## src/rtl/nr_divider_pkg.sv

```systemverilog
// Shared definitions for the non-restoring divider: FSM encoding, default
// operand width and the {remainder, quotient} field offsets in the result word.
package nr_divider_pkg;

    localparam int DEFAULT_WIDTH = 32;
    localparam int QUO_LO        = 0;
    localparam int REM_HI        = 2 * DEFAULT_WIDTH - 1;

    typedef enum logic [2:0] {
        IDLE    = 3'd0,
        ITER    = 3'd1,
        CORRECT = 3'd2,
        SIGN    = 3'd3,
        DONE    = 3'd4
    } state_t;

endpackage

```

## src/rtl/nr_div_step.sv

```systemverilog
// One non-restoring iteration: shift {A,Q} left, add or subtract the divisor
// magnitude depending on the sign of A, and shift in the new quotient bit.
module nr_div_step
    import nr_divider_pkg::*;
#(
    parameter int WIDTH = DEFAULT_WIDTH
) (
    input  logic [WIDTH+1:0] a,
    input  logic [WIDTH-1:0] q,
    input  logic [WIDTH:0]   m,
    output logic [WIDTH+1:0] a_next,
    output logic [WIDTH-1:0] q_next
);

    logic [WIDTH+1:0] a_shift_s;

    // Shift, conditional add/subtract, quotient bit from the new sign of A
    always_comb begin
        a_shift_s = {a[WIDTH:0], q[WIDTH-1]};
        if (a[WIDTH+1] == 1'b0) begin
            a_next = a_shift_s - {1'b0, m};
        end else begin
            a_next = a_shift_s + {1'b0, m};
        end
        q_next = {q[WIDTH-2:0], ~a_next[WIDTH+1]};
    end

endmodule

```

## src/rtl/nr_divider.sv

```systemverilog
// Sequential signed non-restoring divider returning {remainder, quotient};
// quotient truncates toward zero, remainder carries the dividend's sign.
module nr_divider
    import nr_divider_pkg::*;
#(
    parameter int WIDTH = DEFAULT_WIDTH
) (
    input  logic               clock,
    input  logic               clear,
    input  logic               start,
    input  logic [WIDTH-1:0]   dividend,
    input  logic [WIDTH-1:0]   divisor,
    output logic               busy,
    output logic               done,
    output logic [2*WIDTH-1:0] result,
    output logic               div_by_zero,
    output logic               overflow
);

    localparam int                CNT_W    = $clog2(WIDTH + 1);
    localparam logic [CNT_W-1:0]  CNT_INIT = CNT_W'(WIDTH);
    localparam logic [CNT_W-1:0]  CNT_ONE  = CNT_W'(1);
    localparam logic [WIDTH-1:0]  ONE_W    = {{(WIDTH-1){1'b0}}, 1'b1};
    localparam logic [WIDTH-1:0]  MOST_NEG = {1'b1, {(WIDTH-1){1'b0}}};

    // Unsigned magnitude; exact for the most-negative value when read unsigned
    function automatic logic [WIDTH-1:0] magnitude(input logic [WIDTH-1:0] x);
        if (x[WIDTH-1]) begin
            return (~x) + ONE_W;
        end else begin
            return x;
        end
    endfunction

    state_t             state_r;
    logic [WIDTH+1:0]   a_r;
    logic [WIDTH-1:0]   q_r;
    logic [WIDTH:0]     m_r;
    logic [CNT_W-1:0]   count_r;
    logic               q_neg_r;
    logic               r_neg_r;
    logic               ovf_pend_r;
    logic               busy_r;
    logic               done_r;
    logic               dz_r;
    logic               ovf_r;
    logic [2*WIDTH-1:0] result_r;

    logic [WIDTH+1:0]   a_step_s;
    logic [WIDTH-1:0]   q_step_s;
    logic [WIDTH-1:0]   quo_s;
    logic [WIDTH-1:0]   rem_s;

    nr_div_step #(.WIDTH(WIDTH)) u_step (
        .a      (a_r),
        .q      (q_r),
        .m      (m_r),
        .a_next (a_step_s),
        .q_next (q_step_s)
    );

    // Sign fix-up of the unsigned quotient and (already corrected) remainder
    always_comb begin
        if (q_neg_r) begin
            quo_s = (~q_r) + ONE_W;
        end else begin
            quo_s = q_r;
        end
        if (r_neg_r) begin
            rem_s = (~a_r[WIDTH-1:0]) + ONE_W;
        end else begin
            rem_s = a_r[WIDTH-1:0];
        end
    end

    // Control FSM, iteration datapath and registered outputs
    always_ff @(posedge clock) begin
        if (clear) begin
            state_r    <= IDLE;
            a_r        <= {(WIDTH+2){1'b0}};
            q_r        <= {WIDTH{1'b0}};
            m_r        <= {(WIDTH+1){1'b0}};
            count_r    <= {CNT_W{1'b0}};
            q_neg_r    <= 1'b0;
            r_neg_r    <= 1'b0;
            ovf_pend_r <= 1'b0;
            busy_r     <= 1'b0;
            done_r     <= 1'b0;
            dz_r       <= 1'b0;
            ovf_r      <= 1'b0;
            result_r   <= {(2*WIDTH){1'b0}};
        end else begin
            case (state_r)
                IDLE: begin
                    if (start) begin
                        ovf_r <= 1'b0;
                        if (divisor == {WIDTH{1'b0}}) begin
                            result_r <= {dividend, {WIDTH{1'b1}}};
                            dz_r     <= 1'b1;
                            done_r   <= 1'b1;
                            state_r  <= DONE;
                        end else begin
                            dz_r       <= 1'b0;
                            a_r        <= {(WIDTH+2){1'b0}};
                            q_r        <= magnitude(dividend);
                            m_r        <= {1'b0, magnitude(divisor)};
                            q_neg_r    <= dividend[WIDTH-1] ^ divisor[WIDTH-1];
                            r_neg_r    <= dividend[WIDTH-1];
                            ovf_pend_r <= (dividend == MOST_NEG) && (divisor == {WIDTH{1'b1}});
                            count_r    <= CNT_INIT;
                            busy_r     <= 1'b1;
                            state_r    <= ITER;
                        end
                    end else begin
                        state_r <= IDLE;
                    end
                end
                ITER: begin
                    a_r     <= a_step_s;
                    q_r     <= q_step_s;
                    count_r <= count_r - CNT_ONE;
                    if (count_r == CNT_ONE) begin
                        state_r <= CORRECT;
                    end else begin
                        state_r <= ITER;
                    end
                end
                CORRECT: begin
                    if (a_r[WIDTH+1]) begin
                        a_r <= a_r + {1'b0, m_r};
                    end else begin
                        a_r <= a_r;
                    end
                    state_r <= SIGN;
                end
                SIGN: begin
                    // The most-negative / -1 quotient wraps to itself; only the flag marks it
                    result_r[QUO_LO +: WIDTH]     <= quo_s;
                    result_r[2*WIDTH-1 -: WIDTH]  <= rem_s;
                    ovf_r   <= ovf_pend_r;
                    busy_r  <= 1'b0;
                    done_r  <= 1'b1;
                    state_r <= DONE;
                end
                DONE: begin
                    done_r  <= 1'b0;
                    state_r <= IDLE;
                end
                default: begin
                    busy_r  <= 1'b0;
                    done_r  <= 1'b0;
                    state_r <= IDLE;
                end
            endcase
        end
    end

    assign busy        = busy_r;
    assign done        = done_r;
    assign result      = result_r;
    assign div_by_zero = dz_r;
    assign overflow    = ovf_r;

endmodule

```

## config.mk

```make
export PLATFORM = sky130hd
export DESIGN_NAME = nr_divider
export DESIGN_NICKNAME = d
export VERILOG_FILES = /design/src/rtl/nr_divider_pkg.sv /design/src/rtl/nr_div_step.sv /design/src/rtl/nr_divider.sv
export SDC_FILE = /design/constraint.sdc
export NUM_CORES = 1
export LEC_CHECK = 0
export ABC_CLOCK_PERIOD_IN_PS = 12450
export CORE_ASPECT_RATIO = 0.5
export CORE_MARGIN = 10
export CORE_UTILIZATION = 45
export CTS_CLUSTER_SIZE = 30
export DETAILED_ROUTE_END_ITERATION = 8
export PLACE_DENSITY = 0.65
export SYNTH_ARGS = -nofsm -noshare
export SYNTH_HDL_FRONTEND = slang
export SYNTH_SLANG_ARGS = --single-unit
```

## constraint.sdc

```tcl
create_clock -name clock -period 12.45 [get_ports clock]
set_clock_uncertainty 0.1 [all_clocks]
set_input_delay 1.8675 -clock clock [delete_from_list [all_inputs] [get_ports clock]]
set_output_delay 1.8675 -clock clock [all_outputs]
set_load 0.02 [all_outputs]
```

### Word-level counts from Yosys, hierarchy flattened

Index checks and enable logic that the tools add are counted.

| operators by class | value |
|---|---|
| magnitude comparators | 0 |
| div/mod/pow operators | 0 |
| shift operators | 0 |
| bitwise operators | 9 |
| $mul | 0 |
| equal/unequal tests | 11 |
| add/subtract/negate cells | 8 |
| reductions and logical operators | 17 |
| muxes and demuxes | 31 |

Operators by type and width:

| kind | number |
|---|---|
| 32-bit two-way mux | 6 |
| 34-bit two-way mux | 4 |
| 32-bit by 1-bit adder with 32-bit output (second input constant) | 4 |
| 64-bit two-way mux | 2 |
| 32-bit inverter | 4 |
| 64-bit one-hot mux with 2 select lines | 1 |
| 34-bit one-hot mux with 3 select lines | 1 |
| 34-bit by 32-bit adder with 34-bit output | 2 |
| 32-bit == test (second input constant) | 2 |
| 32-bit one-hot mux with 2 select lines | 1 |
| 34-bit by 32-bit subtractor with 34-bit output | 1 |
| 32-bit zero test | 1 |
| 3-bit AND reduction | 6 |
| 6-bit two-way mux | 2 |
| 3-bit one-hot mux with 4 select lines | 1 |
| 6-bit one-hot mux with 2 select lines | 1 |
| 2-bit != test (second input constant) | 4 |
| 3-bit by 2-bit == test with 1-bit output (second input constant) | 2 |
| 6-bit by 1-bit == test with 1-bit output (second input constant) | 1 |
| 1-bit two-way mux | 6 |
| 3-bit two-way mux | 2 |
| 6-bit by 1-bit subtractor with 6-bit output (second input constant) | 1 |
| 1-bit inverter | 4 |
| 1-bit one-hot mux with 2 select lines | 2 |
| 13 further kinds | 15 |

| storage, ports and cells | value |
|---|---|
| word-level logic and storage cells | 90 |
| memories kept | 0 |
| bits in latches | 0 |
| memory bits (writable) | 0 |
| ROM bits | 0 |
| bits of input ports | 67 |
| flip-flop bits (word level) | 178 |

### Longest topological paths before layout

| logic depth | value |
|---|---|
| depth in word-level cells | 6 |
| mapped depth | 19 |
| gate-level depth less buffers | 18 |

### Modules after synthesis

A second synthesis with hierarchy kept.

| unflattened totals | value |
|---|---|
| cells, all modules | 1825 |
| area, all modules | 13907.1 um^2 |

Modules (own cells, without submodules):

| module | area an instance (um^2) | times used | cells each |
|---|---|---|---|
| nr_divider | 11116.9 | 1 | 1415 |
| nr_div_step | 2790.2 | 1 | 410 |

### Least setup slack after synthesis

No wires, ideal clock.

| path | value |
|---|---|
| kind | input to register |
| start point | input port divisor[0] |
| end point | register result_r[54], in the netlist result[54] |
| path slack | 7.658 ns |
| data required time | 12.222 ns |
| cell stages on the path | 12 |
| buffers on the path | 2 |
| arrival | 4.565 ns |
| cell sequence | inv_1 > ha_1 > or3b_2 > nor4b_1 > nand4_1 > or4_4 > o21ai_0 > nand2b_1 > buf_2 > buf_2 > a221oi_1 > nor2_1 |

| between the ends | value |
|---|---|
| word-level cells in the longest chain between the ends | 3 |

Ends and longest elaborated chain:

| element | RTL line | source |
|---|---|---|
| start, declared | nr_divider.sv:12 | `input logic [WIDTH-1:0] divisor,` |
| 32-bit zero test | nr_divider.sv:97 | `if (divisor == {WIDTH{1'b0}}) begin` |
| 2-bit != test (no source line) | n/a |  |
| 3-bit AND reduction (no source line) | n/a |  |
| end signal, assigned | nr_divider.sv:91 | `result_r <= {(2*WIDTH){1'b0}};` |
| end signal, assigned | nr_divider.sv:98 | `result_r <= {dividend, {WIDTH{1'b1}}};` |
| end signal, assigned by index | nr_divider.sv:138 | `result_r[QUO_LO +: WIDTH] <= quo_s;` |
| end, declared | nr_divider.sv:47 | `logic [2*WIDTH-1:0] result_r;` |

Every way passes these cells.
A chain may end at the register's enable or synchronous reset.

### Final worst setup path

| path | value |
|---|---|
| start point | input port divisor[0] |
| end point | register a_r[32] |

| between the ends | value |
|---|---|
| word-level cells in the longest chain between the ends | 3 |

Ends and longest elaborated chain:

| element | RTL line | source |
|---|---|---|
| 32-bit zero test | nr_divider.sv:97 |  |
| 2-bit != test (no source line) | n/a |  |
| 4-bit AND reduction (no source line) | n/a |  |
| end signal, assigned | nr_divider.sv:104 | `a_r <= {(WIDTH+2){1'b0}};` |
| end signal, assigned | nr_divider.sv:119 | `a_r <= a_step_s;` |
| end signal, assigned | nr_divider.sv:130 | `a_r <= a_r + {1'b0, m_r};` |
| end, declared | nr_divider.sv:36 | `logic [WIDTH+1:0] a_r;` |

Every way passes these cells.

==> impl_metrics.ini <==
[hold_path]
worst_hold_path_type = reg2reg

[grt]
busiest_layer = met2
grt_pass1_vias = 11700
grt_max_degree = 108
use_met1_pct = 30.8
antenna_found_initial = 0
track_usage_pct = 21.3
overflow = 0
gr-usage-met3_pct = 5.57
grtUsageMet2_pct = 31.3
grt_pass1_wl_um = 65100

[critical_path]
crit_path_end_kind = flop
startpoint = divisor[0]
endpoint = a_r[32]
critPathLaunchType = input port
worstSetupPathType = in2reg
crit_arrival_ns = 5.98
r2r_cells = 14
cp_data_required_time_ns = 12.72
cp_max_fo = 26
rr_endpoint = q_r[0]
reg2reg_slack_ns = 7.33
reg2reg_from = m_r[2]

[finish]
fin_cells = 2188
multi_input_area_um2 = 9300
drive_gt1_share_pct = 4.06
final_net_count = 1926
final_cell_area_um2 = 15500
area_growth_pct = 15.8
fill_cells = 2798
regArea_um2 = 3560
n_antenna_cell = 0

[pwr]
power_leakage_nw = 5.80
power_density_nw_per_um2 = 179
ir_drop_mv = 0.125
design_power_total_mw = 2.77

[timing]
slew_violations = 0
tns_ns = 0
fmax_mhz = 175
period_needed_ns = 5.70
maxSlewHeadroom_pct = 20.9
period_share_pct = 45.8
tightest_slew_ns = 1.18
rsz0062_at_grt = false
hold_violations = 0
finalSetupViolations = 0
fin_hold_ws_ns = 0.358

[outcome]
status = complete, but fails checks
violations = design-rule violations

[yosys]
yosysUniqueCellTypes = 69
syn_inst = 1725
ys.flop_type = dfxtp_1
ys_ff_latch = 178
avgSynthCellArea_um2 = 7.76
syn_nets = 1867
seq_area_frac_synth_pct = 26.6
yosys_warnings = 0
synth-edff-count = 0
synthArstFlopShare_pct = 0
netlist_area_um2 = 13400

[cts]
clkTransAtPathRegs_ns = 0.07
h-tree-depth = 4
cts_tree = built
worstSkewPairLatency_ns = 0.45
post_cts_buffers = 0
cts_hold_buffers = 0
cts.sinks = 178
cts-root-buf = clkbuf_16
clockBufferDepth = 2
cts_resized = 0
cts_buffers = 17

[floorplanning]
initial_utilization_pct = 45.9
dieArea_um2 = 37500
core-area_um2 = 29100
die_x_um = 264
die_h_um = 142
io_pins = 135
rows = 44

[route]
wirelength_um = 41300
viasPerCell = 5.90
drc = 2
vias = 12900
drtAntennaViolNets = 0
wl_per_cell_um = 18.9
drtPass1Iterations = 9
drt-initial-drc-count = 1267

[placement]
port_buffers = 134
dp_hpwl_um = 30900
dpl.cell_count = 2156
place_congestion = 0.944
place_area_um2 = 14900

[run]
cap_violations = 0
metal layers:
| metal | routed length (µm) | up-vias |
|---|---|---|
| li1 | - | 6499 |
| met1 | 20200 | 5956 |
| met3 | 3520 | 22 |
| met5 | 0 | - |
| met4 | 274 | 0 |
| met2 | 17300 | 429 |
cells in the mapped netlist, types with 5 or more instances:
cell	count	area, µm²
nor2_1	205	769
dfxtp_1	178	3560
nand2_1	150	563
a21oi_1	143	716
xor2_1	113	990
xnor2_1	93	815
clkbuf_1	90	338
o21ai_0	79	395
ha_1	73	913
a211oi_1	68	510
nor3_1	44	220
a21o_1	41	308
o31ai_1	37	278
inv_1	35	131
a222oi_1	28	280
nand3_1	27	135
o211ai_1	25	188
a22oi_1	23	173
or3_1	21	131
nand4_1	18	113
o22ai_1	17	106
o41ai_1	17	149
or4_1	16	120
a31oi_1	14	87.6
nor4_1	14	87.6
a221oi_1	12	105
nor2b_1	12	75.1
buf_2	10	50.1
nand2b_1	10	62.6
o21bai_1	9	67.6
a41oi_1	7	61.3
and3_1	7	43.8
nand3b_1	7	52.6
o21a_1	6	45.0
a21boi_0	5	37.5
a311oi_1	5	43.8
mux2i_1	5	50.1
or3_4	5	56.3
how the worst min path moves through the flow:
stage / startpoint / end / slack [ns] / cells past startpoint
floorplan: ovf_pend_r / overflow / 0.33 / 2
global placement: result[36] / result[36] / 0.34 / 2
detailed placement: result[44] / result[44] / 0.35 / 2
CTS: ovf_pend_r / overflow / 0.36 / 2
global route: ovf_pend_r / overflow / 0.38 / 2
finish: result[44] / result[44] / 0.36 / 2
cell usage in the layout, fill, tap and decap left out, types with 23 or more instances in the layout:
cell             count
a211oi_1            68
a21o_1              41
a21oi_1            143
a222oi_1            28
a22oi_1             23
clkdlybuf4s50_1    133
dfxtp_1            178
ha_1                73
inv_1               35
nand2_1            150
nand3_1             27
nor2_1             204
nor3_1              44
o211ai_1            25
o21ai_0             79
o31ai_1             37
xnor2_1             93
xor2_1             113
critical path, stage by stage:
cell and delay, ns:
clkdlybuf4s50_1 0.49, inv_1 0.09, ha_1 0.16, or3b_2 0.48
nor4b_1 0.47, nand4_1 0.25, or4_4 0.57, a31oi_4 0.19
and2_1 0.92, a221oi_1 0.26, a31oi_1 0.22
report_power, final:
part | total, mW | leakage (nW) | internal [mW] | switching [mW]
Clock | 0.548 | 0.289 | 0.288 | 0.259
Sequential | 0.757 | 1.45 | 0.627 | 0.130
Combinational | 1.46 | 4.06 | 0.606 | 0.856
Total | 2.77 | 5.80 | 1.52 | 1.25
stage by stage:
step,setup slack (ns),util [%]
5_1_grt,6.30,53.2
2_1_floorplan,7.66,-
3_5_place_dp,6.35,51.2
6_report,6.75,53.2
4_1_cts,6.79,53.2
3_3_place_gp,6.47,51.2
logic make-up after synthesis:
kind of cell	share of synthesized area (%)
buffers and inverters	4.11
adders and majority gates	7.12
xor gates and xnor gates	13.5
and+or+nand+nor	19.6
AOI/OAI and AO/OA	28.5
muxes	0.542
DFF	26.6
state kept, by name, indices dropped and copies added, names as in the netlist, 3 cells and up:
register,flops
a_r,34
count_r,6
m_r,32
q_r,32
result,64
state_r,3
final cells by class:
cell class	instances	area share, %
inverters	35	0.848
well taps	391	3.16
repair buffers	146	9.24
clock inverters	14	0.936
clock buffers	18	2.83
flip-flops and latches	178	23.0
multi-input cells	1406	60.0
(Power assumes the default switching activity.)
